$ cat src/rtl/coa_logic_pkg.sv
// Shared opcode and FSM state encodings for the bit-serial logic unit,
// plus the parity helper used when the result flags are built in.
package coa_logic_pkg;

    localparam logic [1:0] OP_AND = 2'b00;
    localparam logic [1:0] OP_OR  = 2'b01;
    localparam logic [1:0] OP_XOR = 2'b10;
    localparam logic [1:0] OP_NOR = 2'b11;

    localparam logic [1:0] S_IDLE = 2'd0;
    localparam logic [1:0] S_RUN  = 2'd1;
    localparam logic [1:0] S_DONE = 2'd2;

    // Even-parity bit of a word zero-extended to 32 bits.
    function automatic logic even_parity32(input logic [31:0] word);
        return ^word;
    endfunction

endpackage

$ cat src/rtl/bit_logic_cell.sv
// One-bit logic cell: applies the selected AND/OR/XOR/NOR to a single bit pair.
module bit_logic_cell
    import coa_logic_pkg::*;
(
    input  logic       in1,
    input  logic       in2,
    input  logic [1:0] op,
    output logic       out
);

    // Opcode mux; every 2-bit code is a real operation.
    always_comb begin
        out = 1'b0;
        case (op)
            OP_AND:  out = in1 & in2;
            OP_OR:   out = in1 | in2;
            OP_XOR:  out = in1 ^ in2;
            OP_NOR:  out = ~(in1 | in2);
            default: out = 1'b0;
        endcase
    end

endmodule

$ cat src/rtl/bit_serial_logic_unit.sv
// Bit-serial logic stage: evaluates a WIDTH-bit AND/OR/XOR/NOR one bit per cycle.
// Build option LOGIC_FLAGS_EN adds registered zero/parity flags of the result.
module bit_serial_logic_unit
    import coa_logic_pkg::*;
#(
    parameter int WIDTH = 8
) (
    input  logic             clk,
    input  logic             rst,
    input  logic             in_valid,
    output logic             in_ready,
    input  logic [WIDTH-1:0] a,
    input  logic [WIDTH-1:0] b,
    input  logic [1:0]       op,
    output logic             out_valid,
    input  logic             out_ready,
    output logic             busy,
    output logic [WIDTH-1:0] result
`ifdef LOGIC_FLAGS_EN
    ,
    output logic             zero,
    output logic             parity
`endif
);

    localparam int              CNT_W    = (WIDTH > 1) ? $clog2(WIDTH) : 1;
    localparam logic [CNT_W-1:0] CNT_LAST = CNT_W'(WIDTH - 1);
    localparam logic [CNT_W-1:0] CNT_ONE  = CNT_W'(1);

    logic [1:0]       state_r;
    logic [1:0]       state_nxt_s;
    logic             in_ready_r;
    logic             out_valid_r;
    logic             busy_r;
    logic             in_ready_nxt_s;
    logic             out_valid_nxt_s;
    logic             busy_nxt_s;

    logic [WIDTH-1:0] sa_r;
    logic [WIDTH-1:0] sb_r;
    logic [1:0]       sop_r;
    logic [CNT_W-1:0] cnt_r;
    logic [WIDTH-1:0] result_r;

    logic             bit_s;
    logic             accept_s;
    logic             last_s;
    logic [WIDTH-1:0] result_shift_s;

    bit_logic_cell u_cell (
        .in1 (sa_r[0]),
        .in2 (sb_r[0]),
        .op  (sop_r),
        .out (bit_s)
    );

    assign accept_s       = in_valid && in_ready_r;
    assign last_s         = (state_r == S_RUN) && (cnt_r == CNT_LAST);
    assign result_shift_s = {bit_s, result_r[WIDTH-1:1]};

    // State register with registered handshake/status outputs.
    always_ff @(posedge clk) begin
        if (rst) begin
            state_r     <= S_IDLE;
            in_ready_r  <= 1'b1;
            out_valid_r <= 1'b0;
            busy_r      <= 1'b0;
        end else begin
            state_r     <= state_nxt_s;
            in_ready_r  <= in_ready_nxt_s;
            out_valid_r <= out_valid_nxt_s;
            busy_r      <= busy_nxt_s;
        end
    end

    // Next-state decode: accept, serial run, then hold until the result is taken.
    always_comb begin
        state_nxt_s = state_r;
        case (state_r)
            S_IDLE: begin
                if (accept_s) begin
                    state_nxt_s = S_RUN;
                end else begin
                    state_nxt_s = S_IDLE;
                end
            end
            S_RUN: begin
                if (last_s) begin
                    state_nxt_s = S_DONE;
                end else begin
                    state_nxt_s = S_RUN;
                end
            end
            S_DONE: begin
                if (out_valid_r && out_ready) begin
                    state_nxt_s = S_IDLE;
                end else begin
                    state_nxt_s = S_DONE;
                end
            end
            default: state_nxt_s = S_IDLE;
        endcase
    end

    // Output decode from the next state so the status outputs come straight from flops.
    always_comb begin
        in_ready_nxt_s  = 1'b0;
        out_valid_nxt_s = 1'b0;
        busy_nxt_s      = 1'b0;
        case (state_nxt_s)
            S_IDLE: begin
                in_ready_nxt_s = 1'b1;
            end
            S_RUN: begin
                busy_nxt_s = 1'b1;
            end
            S_DONE: begin
                out_valid_nxt_s = 1'b1;
                busy_nxt_s      = 1'b1;
            end
            default: begin
                in_ready_nxt_s  = 1'b0;
                out_valid_nxt_s = 1'b0;
                busy_nxt_s      = 1'b0;
            end
        endcase
    end

    // Operand shifters, bit counter and result assembly (LSB first, shifted in from the top).
    always_ff @(posedge clk) begin
        if (rst) begin
            sa_r     <= {WIDTH{1'b0}};
            sb_r     <= {WIDTH{1'b0}};
            sop_r    <= OP_AND;
            cnt_r    <= {CNT_W{1'b0}};
            result_r <= {WIDTH{1'b0}};
        end else if (accept_s) begin
            sa_r  <= a;
            sb_r  <= b;
            sop_r <= op;
            cnt_r <= {CNT_W{1'b0}};
        end else if (state_r == S_RUN) begin
            sa_r     <= sa_r >> 1;
            sb_r     <= sb_r >> 1;
            result_r <= result_shift_s;
            // Counter parks on the last index instead of wrapping.
            cnt_r    <= last_s ? cnt_r : (cnt_r + CNT_ONE);
        end
    end

    assign in_ready  = in_ready_r;
    assign out_valid = out_valid_r;
    assign busy      = busy_r;
    assign result    = result_r;

`ifdef LOGIC_FLAGS_EN
    logic zero_r;
    logic parity_r;

    // Flags captured from the completed word on the RUN->DONE edge, cleared on a new accept.
    always_ff @(posedge clk) begin
        if (rst) begin
            zero_r   <= 1'b0;
            parity_r <= 1'b0;
        end else if (accept_s) begin
            zero_r   <= 1'b0;
            parity_r <= 1'b0;
        end else if (last_s) begin
            zero_r   <= (result_shift_s == {WIDTH{1'b0}});
            parity_r <= even_parity32(32'(result_shift_s));
        end
    end

    assign zero   = zero_r;
    assign parity = parity_r;
`endif

endmodule

$ cat config.mk
export PLATFORM = sky130hd
export DESIGN_NAME = bit_serial_logic_unit
export DESIGN_NICKNAME = d
export VERILOG_FILES = /design/src/rtl/coa_logic_pkg.sv /design/src/rtl/bit_logic_cell.sv /design/src/rtl/bit_serial_logic_unit.sv
export SDC_FILE = /design/constraint.sdc
export NUM_CORES = 1
export LEC_CHECK = 0
export BUFFER_PORTS_ARGS = -buffer_cell sky130_fd_sc_hd__buf_2
export CAP_MARGIN = 0
export CORE_ASPECT_RATIO = 1.2
export CORE_UTILIZATION = 53
export DETAILED_ROUTE_END_ITERATION = 7
export PLACE_DENSITY = 0.85
export SYNTH_ARGS = -nofsm -noshare
export SYNTH_HDL_FRONTEND = slang
export SYNTH_SLANG_ARGS = --single-unit
$ cat constraint.sdc
create_clock -name clk -period 2.2 [get_ports clk]
set_input_delay 0.33 -clock clk [delete_from_list [all_inputs] [get_ports clk]]
set_output_delay 0.33 -clock clk [all_outputs]
set_load 0.05 [all_outputs]
==> results.sh, run 1 <==
export IMPL_status="completed"
export IMPL_post_cts_resized=0
export IMPL_cp_max_fo=3
export IMPL_cellPowerDensity_nw_per_um2=724
export IMPL_cts_root_buf="clkbuf_4"
export IMPL_antenna_cells=0
export IMPL_pwr_share_seq_pct=51.1
export IMPL_critPathBufInv=0
export IMPL_grt_overflow=0
export IMPL_peakVddDrop_v=0.000521
export IMPL_routabilityCongestion=0.757
export IMPL_synth_top_area_share_pct=41.8
export IMPL_maxCapViolations=0
export IMPL_num_rows=21
export IMPL_dp_final_hpwl_um=2030
export IMPL_ant_nets=0
export IMPL_layout_nets=233
export IMPL_fp_dieW_um=52.6
export IMPL_drc=0
export IMPL_ys_top_cells_by_count="dfxtp_1, nand2_1, nor2_1"
export IMPL_leakage_nw=0.752
export IMPL_worstSetupEndpointType="flip-flop"
export IMPL_clk_pin_slew_ns=0.11
export IMPL_min_path_type="in -> reg"
export IMPL_synth_avg_cell_area_um2=9.24
export IMPL_startpoint_type="flip-flop"
export IMPL_clkPwrFrac_pct=32.2
export IMPL_ys_ff_latch=34
export IMPL_insertion_delay_ns=0.34
export IMPL_slew_violations=0
export IMPL_track_usage_pct=22.5
export IMPL_syn_cell_area_um2=1630
export IMPL_synth_edf_count=0
export IMPL_cts_hold_buffers=0
export IMPL_vias_per_cell=5.39
export IMPL_max_stage_delay_ns=0.34
export IMPL_async_reset_ff_share_pct=0
export IMPL_skew_ns=0.00600
export IMPL_start_util_pct=56.8
export IMPL_first_pass_iters=4
export IMPL_period_share_pct=80.0
export IMPL_swShare_pct=28.1
export IMPL_die_area_um2=3300
export IMPL_grt_max_degree=41
export IMPL_antenna_found_initial=0
export IMPL_post_cts_buffers=0
export IMPL_synth_most_common_cell="dfxtp_1"
export IMPL_grt_pass1_vias=1258
export IMPL_hold_viol=0
export IMPL_yosysSeqAreaShare_pct=41.8
export IMPL_tightest_slew_ns=0.465
export IMPL_ys_warn_count=0
export IMPL_numClockSinks=34
export IMPL_grt_pass1_wl_um=5400
export IMPL_numCtsBuffers=5
export IMPL_critPathKind="reg -> reg"
export IMPL_fmaxAchievable_mhz=568
export IMPL_area_delta_synth_final_pct=13.1
export IMPL_die_height_um=62.7
export IMPL_worstPathRequired_ns=2.44
export IMPL_synthTopCellsByArea="dfxtp_1, a311oi_2, nand2_1"
export IMPL_synth_distinct_cells=33
export IMPL_setup_viol=0
export IMPL_cp_top_family="adder cells"
export IMPL_fillers=261
export IMPL_hold_slack_ns=0.227
export IMPL_crit_chain="ha_1 > ha_1 > or2b_1 > a21o_1 > ha_1 > or2_2"
export IMPL_p_sw_mw=0.374
export IMPL_io_buffers=32
export IMPL_synth_nets=204
export IMPL_cts_path_max_buffers=2
export IMPL_layout_drive_gt1_share_pct=35.4
export IMPL_drt_iter0_markers=23
export IMPL_period_needed_ns=1.76
export IMPL_ioPinCount=33
export IMPL_slowest_stage="dfxtp_1"
export IMPL_finalSetupTns_ns=0
export IMPL_crit_top_cell="ha_1"
export IMPL_core_um2=2860
export IMPL_slew_limit_headroom_pct=69.0
export IMPL_power_frac_comb_pct=16.6
export IMPL_num_vias=1293
export IMPL_wl_per_cell_um=12.7
export IMPL_syn_inst=176
export IMPL_synth_largest_area_cell="dfxtp_1"
export IMPL_utilization_pct=64.2
export IMPL_p_int_mw=0.958
export IMPL_synth_flop_cell="dfxtp_1"
export IMPL_rsz0062_at_grt="no"
export IMPL_arrival_ns=2.00
export IMPL_h_tree_depth=2
export IMPL_tritoncts="done"
export IMPL_drt_total_wl_um=3040
## cell usage in the layout (no fill, tap or decap), drive strengths merged, types with 2 or more instances in the layout
master / n
ha: 6
o21ai: 8
nand2b: 2
buf: 35
a311oi: 14
nand3: 9
clkbuf: 8
and2b: 2
nor2b: 3
inv: 4
nand2: 36
a21oi: 12
nor3: 4
dfxtp: 34
nor2: 17
mux2i: 2
## cells by family (layout without fill, tap and decap cells)
| logic type | Yosys count | in the layout | synth area share [%] |
|---|---|---|---|
| adders and majority gates | 6 | 6 | 4.62 |
| AOI/OAI and AO/OA | 38 | 38 | 20.2 |
| DFF | 34 | 34 | 41.8 |
| buffers and inverters | 17 | 47 | 6.54 |
| and+or+nand+nor | 78 | 78 | 25.0 |
| xor gates and xnor gates | 1 | 1 | 0.539 |
| muxes | 2 | 2 | 1.23 |
## power by group through the flow
stage	sequential, mW	clock, mW	combinational [mW]
6_report	0.681	0.429	0.221
2_1_floorplan	0.705	0	0.173
5_1_grt	0.686	0.470	0.248
3_3_place_gp	0.694	0	0.217
3_5_place_dp	0.695	0	0.224
4_1_cts	0.681	0.441	0.224
## metal layers
layer,GRT usage (%),vias up,share of wire (%)
li1,-,660,-
met3,8.52,4,4.8
met4,11.2,0,1.4
met5,0,-,0
met2,36.9,39,50
met1,24.4,590,44
## final timing paths
check	depth (start not counted)	slack (ns)	end	startpoint
max	6	0.44	in_ready	cnt_r[0]
min	3	0.23	sb_r[7]	b[7]
max reg2reg	6	0.44	in_ready	cnt_r[0]
min reg2reg	2	0.47	sb_r[7]	sb_r[7]
## state kept, by name, summed over array words and instances, names as in the netlist
register,count
busy,1
cnt_r,3
in_ready,1
out_valid,1
result,8
sa_r,8
sb_r,8
sop_r,2
state_r,2
## area by class of cell
class / count / area (um2) / share of cell area, %
Multi-Input combinational cell: 125 / 840 / 45.6
Tap cell: 34 / 42.5 / 2.31
Sequential cell: 34 / 681 / 37.0
Clock buffer: 8 / 78.8 / 4.29
Inverter: 4 / 15.0 / 0.816
Timing Repair Buffer: 35 / 183 / 9.93
## worst min-delay path, cell delays in order
cell and delay (ns):
buf_2 0.10, nand2_1 0.05, a21oi_1 0.05
## metrics by stage
stage	instances	power (mW)	area [um2]	worst slack [ns]
2_1_floorplan	176	0.878	1630	0.530
3_3_place_gp	232	0.912	1760	0.508
3_5_place_dp	232	0.918	1760	0.447
4_1_cts	240	1.35	1840	0.436
5_1_grt	240	1.40	1840	0.368
6_report	240	1.33	1840	0.440
Note: power is estimated with default switching activity, not from simulation.
==> run 2: changes to the inputs <==
Settings changed: CORE_UTILIZATION 53 to 48, PLACE_DENSITY 0.85 to 0.82.
Clock period 2.2 ns to 1.6 ns, I/O delays scaled along.
==> run 2 against run 1 <==
Effect of this change:
- largest power group unchanged
- clock skew is 0.00092 ns higher
- total power rose by 56%
- critical path type unchanged
- critical path depth is the same
- sequential cell count unchanged
- largest cell class unchanged
- non-clock buffer count rose by 3
==> results.sh, run 2 (synthesis gave the netlist of run 1 again) <==
export IMPL_status="completed"
export IMPL_slew_limit_headroom_pct=78.4
export IMPL_tightest_slew_ns=0.324
export IMPL_tritoncts="done"
export IMPL_crit_chain="ha_4 > ha_4 > or2b_1 > a21o_1 > ha_4 > or2_4"
export IMPL_antenna_found_initial=0
export IMPL_hold_viol=0
export IMPL_slowest_stage="dfxtp_2"
export IMPL_power_frac_comb_pct=15.9
export IMPL_track_usage_pct=20.9
export IMPL_io_buffers=32
export IMPL_die_height_um=65.8
export IMPL_drt_iter0_markers=25
export IMPL_hold_end="sop_r[0]"
export IMPL_cts_path_max_buffers=2
export IMPL_crit_top_cell="ha_4"
export IMPL_clk_pin_slew_ns=0.11
export IMPL_ioPinCount=33
export IMPL_timing_final_ws_setup_ns=0.0304
export IMPL_dp_final_hpwl_um=2180
export IMPL_reg2reg_to="in_ready"
export IMPL_placedCellCount=237
export IMPL_startpoint_type="flip-flop"
export IMPL_leakage_nw=0.781
export IMPL_period_share_pct=98.1
export IMPL_insertion_delay_ns=0.34
export IMPL_critPathBufInv=0
export IMPL_layout_common_cells="dfxtp_1, buf_2, nand2_1"
export IMPL_rr_worst_depth=6
export IMPL_p_int_mw=1.52
export IMPL_ant_nets=0
export IMPL_drt_total_wl_um=3210
export IMPL_numClockSinks=34
export IMPL_grt_overflow=0
export IMPL_worstPathRequired_ns=1.85
export IMPL_fp_dieW_um=55.1
export IMPL_min_path_type="in -> reg"
export IMPL_area_delta_synth_final_pct=19.7
export IMPL_clkPwrFrac_pct=38.8
export IMPL_hold_depth=3
export IMPL_layout_drive_gt1_share_pct=38.8
export IMPL_start_util_pct=51.8
export IMPL_swShare_pct=26.5
export IMPL_antenna_cells=0
export IMPL_max_stage_delay_ns=0.35
export IMPL_r2r_start="cnt_r[1]"
export IMPL_skew_ns=0.00692
export IMPL_hold_slack_ns=0.119
export IMPL_maxCapViolations=0
export IMPL_holdCritStartpoint="op[0]"
export IMPL_first_pass_iters=4
export IMPL_layout_nets=236
export IMPL_pwr_share_seq_pct=45.2
export IMPL_cp_top_family="adder cells"
export IMPL_grt_pass1_vias=1281
export IMPL_cellPowerDensity_nw_per_um2=1060
export IMPL_grt_max_degree=41
export IMPL_drc=0
export IMPL_utilization_pct=62.0
export IMPL_num_vias=1323
export IMPL_die_area_um2=3630
export IMPL_numCtsBuffers=5
export IMPL_setup_viol=0
export IMPL_cp_max_fo=3
export IMPL_arrival_ns=1.82
export IMPL_worstSetupEndpointType="flip-flop"
export IMPL_pre_cts_slack_ns=-0.0282
export IMPL_peakVddDrop_v=0.00105
export IMPL_slew_violations=0
export IMPL_fin_cells=245
export IMPL_h_tree_depth=2
export IMPL_p_sw_mw=0.550
export IMPL_r2r_slack_ns=0.03
export IMPL_cts_root_buf="clkbuf_4"
export IMPL_core_um2=3140
export IMPL_fmaxAchievable_mhz=637
export IMPL_num_rows=22
export IMPL_vias_per_cell=5.40
export IMPL_wl_per_cell_um=13.1
export IMPL_grt_pass1_wl_um=5430
export IMPL_period_needed_ns=1.57
export IMPL_critPathKind="reg -> reg"
export IMPL_routabilityCongestion=0.683
-- run 2: layout make-up --
cell class              count  area [um2]
clock inverters             3        68.8
inverters                   4        15.0
clock buffers               5        37.5
fillers                   290        1190
well taps                  36        45.0
flip-flops and latches     34         683
multi-input cells         125         880
repair buffers             38         218
-- run 2: worst max-delay path by stage --
| stage | cells past startpoint | endpoint | start | slack [ns] |
|---|---|---|---|---|
| 3_3_place_gp | 6 | in_ready | cnt_r[0] | 0.02 |
| 4_1_cts | 6 | busy | cnt_r[1] | 0.01 |
| 5_1_grt | 6 | in_ready | cnt_r[1] | -0.00004 |
| 3_5_place_dp | 6 | in_ready | cnt_r[0] | -0.03 |
| 2_1_floorplan | 6 | in_ready | cnt_r[0] | 0.003 |
| 6_report | 6 | in_ready | cnt_r[1] | 0.03 |
-- run 2: power groups by stage --
stage	sequential [mW]	clock (mW)	combinational, mW
2_1_floorplan	0.970	0	0.238
3_3_place_gp	0.954	0	0.314
3_5_place_dp	0.954	0	0.325
4_1_cts	0.938	0.814	0.328
5_1_grt	0.945	0.853	0.365
6_report	0.938	0.805	0.330
-- run 2: routing by layer --
metal | part of all wire (%) | track usage, % | wire length, um
met1 | 46 | 25.4 | 1470
met3 | 4.4 | 7.13 | 141
met5 | 0 | 0 | 0
met2 | 48 | 33.9 | 1550
met4 | 1.7 | 6.56 | 54
-- run 2: metrics by stage --
| stage | TNS (ns) | instance area, um2 | total power, mW |
|---|---|---|---|
| global route | -0.0000440 | 1950 | 2.16 |
| floorplan | 0 | 1640 | 1.21 |
| detailed placement | -0.0293 | 1810 | 1.28 |
| finish | 0 | 1950 | 2.07 |
| CTS | 0 | 1940 | 2.08 |
| global placement | 0 | 1810 | 1.27 |
-- run 2: worst register-to-register path: cells and delay by family, from the launching register on --
kind / cells / cell delay, ns
compound gates: 1 / 0.21
fa+ha+maj: 3 / 0.49
flops: 1 / 0.35
simple gates: 2 / 0.42
-- run 2: what timing repair did --
| item | 4_1_cts | 5_1_grt |
|---|---|---|
| setup buffers | 0 | 0 |
| pin swaps | 3 | 1 |
| hold buffers | 0 | 0 |
| gates resized for setup | 5 | 1 |
| endpoints found under the setup margin | 2 | 2 |
==> run 3: changes to the inputs <==
Settings changed: CAP_MARGIN 0 to not set, CORE_UTILIZATION 48 to 30, PLACE_DENSITY 0.82 to 0.59.
==> run 3 against run 2 <==
Effect of this change:
- largest power group unchanged
- clock skew rose by 0.00068 ns
- core utilization decreased by 24 points
- sequential cell count is the same
- count of clock-buffer cells in the layout up 2
- clock power fell by 19%
- sequential power barely moved
- sequential share of layout area decreased by 0.55 points
- cell area increased by 1.6%
- combinational power grew 2%
- die area up 58%
- non-clock buffer count rose by 1
- register-to-register slack barely moved
==> results.sh, run 3 (synthesis gave the netlist of run 1 again) <==
export IMPL_clk_pin_slew_ns=0.07
export IMPL_layout_nets=237
export IMPL_grt_pass1_vias=1266
export IMPL_grt_overflow=0
export IMPL_maxCapViolations=0
export IMPL_layout_common_cells="dfxtp_1, buf_2, nand2_1"
export IMPL_fillers=538
export IMPL_min_path_type="in -> reg"
export IMPL_cp_top_family="adder cells"
export IMPL_timing_final_ws_setup_ns=0.0444
export IMPL_die_height_um=82.7
export IMPL_critPathBufInv=0
export IMPL_cp_max_fo=2
export IMPL_finalSetupTns_ns=0
export IMPL_cellPowerDensity_nw_per_um2=973
export IMPL_pre_cts_slack_ns=-0.0192
export IMPL_dp_final_hpwl_um=2250
export IMPL_fp_dieW_um=69.2
export IMPL_vias_per_cell=4.77
export IMPL_ant_nets=0
export IMPL_slew_limit_headroom_pct=74.7
export IMPL_cts_root_buf="clkbuf_8"
export IMPL_routabilityCongestion=0.705
export IMPL_core_um2=5260
export IMPL_drc=0
export IMPL_track_usage_pct=13.2
export IMPL_crit_chain="ha_4 > ha_4 > or2b_1 > a21o_1 > ha_2 > nor2b_1"
export IMPL_tritoncts="done"
export IMPL_antenna_found_initial=0
export IMPL_tightest_slew_ns=0.379
export IMPL_antenna_cells=0
export IMPL_period_share_pct=97.2
export IMPL_leakage_nw=0.777
export IMPL_cts_path_max_buffers=2
export IMPL_r2r_slack_ns=0.04
export IMPL_die_area_um2=5720
export IMPL_start_util_pct=30.9
export IMPL_io_buffers=32
export IMPL_num_rows=29
export IMPL_h_tree_depth=2
export IMPL_grt_pass1_wl_um=5930
export IMPL_ioPinCount=33
export IMPL_worstPathRequired_ns=1.77
export IMPL_max_stage_delay_ns=0.33
export IMPL_setup_viol=0
export IMPL_slew_violations=0
export IMPL_crit_top_cell="ha_4"
export IMPL_worstSetupEndpointType="flip-flop"
export IMPL_multi_input_area_um2=882
export IMPL_insertion_delay_ns=0.29
export IMPL_numClockSinks=34
export IMPL_total_power_mw=1.93
export IMPL_skew_ns=0.00760
export IMPL_grt_max_degree=41
export IMPL_period_needed_ns=1.56
export IMPL_arrival_ns=1.72
export IMPL_wl_per_cell_um=12.6
export IMPL_slowest_stage="dfxtp_2"
export IMPL_first_pass_iters=4
export IMPL_regArea_um2=683
export IMPL_peakVddDrop_v=0.000366
export IMPL_design_area_um2=1980
export IMPL_fmaxAchievable_mhz=643
export IMPL_layout_drive_gt1_share_pct=39.0
export IMPL_drt_iter0_markers=91
export IMPL_area_delta_synth_final_pct=21.6
export IMPL_hold_viol=0
export IMPL_startpoint_type="flip-flop"
export IMPL_critPathKind="reg -> reg"
export IMPL_numCtsBuffers=5
export IMPL_drt_total_wl_um=3420
export IMPL_dpl_instance_area_um2=1850
export IMPL_num_vias=1298
export IMPL_status="completed"
[run 3: changes by cell type in the layout (fill, tap and decap cells not counted), sizes merged]
cell	previous run	this run
clkbuf	5	7
buf	38	39
bufinv	2	0
[run 3: power by group]
| group | internal [mW] | switching, mW | total [mW] |
|---|---|---|---|
| combinational | 0.139 | 0.198 | 0.336 |
| clock | 0.347 | 0.303 | 0.650 |
| sequential | 0.900 | 0.0379 | 0.938 |
[run 3: worst min-delay path, cell delays in order]
cell and delay, ns:
buf_2 0.10, nand2_1 0.04, a21oi_1 0.05
[run 3: layout make-up]
| cell class | count | share of cell area (%) |
|---|---|---|
| clock buffers | 7 | 4.36 |
| well taps | 62 | 3.92 |
| flip-flops and latches | 34 | 34.5 |
| repair buffers | 39 | 11.6 |
| multi-input cells | 125 | 44.6 |
| inverters | 4 | 0.759 |
| clock inverters | 1 | 0.253 |
[run 3: path summary, 6_finish.rpt]
path / from / end / cells past startpoint
setup reg to reg: cnt_r[0] / busy / 6
hold reg to reg: sb_r[7] / sb_r[7] / 2
hold / removal: b[7] / sb_r[7] / 3
setup / recovery: cnt_r[0] / busy / 6
[run 3: through the flow]
| step | cells | util, % | hold WS (ns) |
|---|---|---|---|
| after floorplan | 176 | - | 0.376 |
| after global placement | 263 | 35.1 | 0.455 |
| after detailed placement | 263 | 35.1 | 0.470 |
| after CTS | 272 | 37.2 | 0.180 |
| after global routing | 272 | 37.6 | 0.194 |
| final | 272 | 37.6 | 0.189 |
[run 3: metal layers]
layer,global-route usage (%),wire [um]
met1,16.0,1660
met2,21.7,1560
met3,3.28,129
met4,6.73,72
met5,0,0
[run 3: what timing repair did]
action,4_1_cts,5_1_grt
cloned,0,0
endpoints found under the setup margin,1,2
hold buffers,0,0
buffers inserted,1,0
pin swaps,2,2
gates resized for setup,4,4
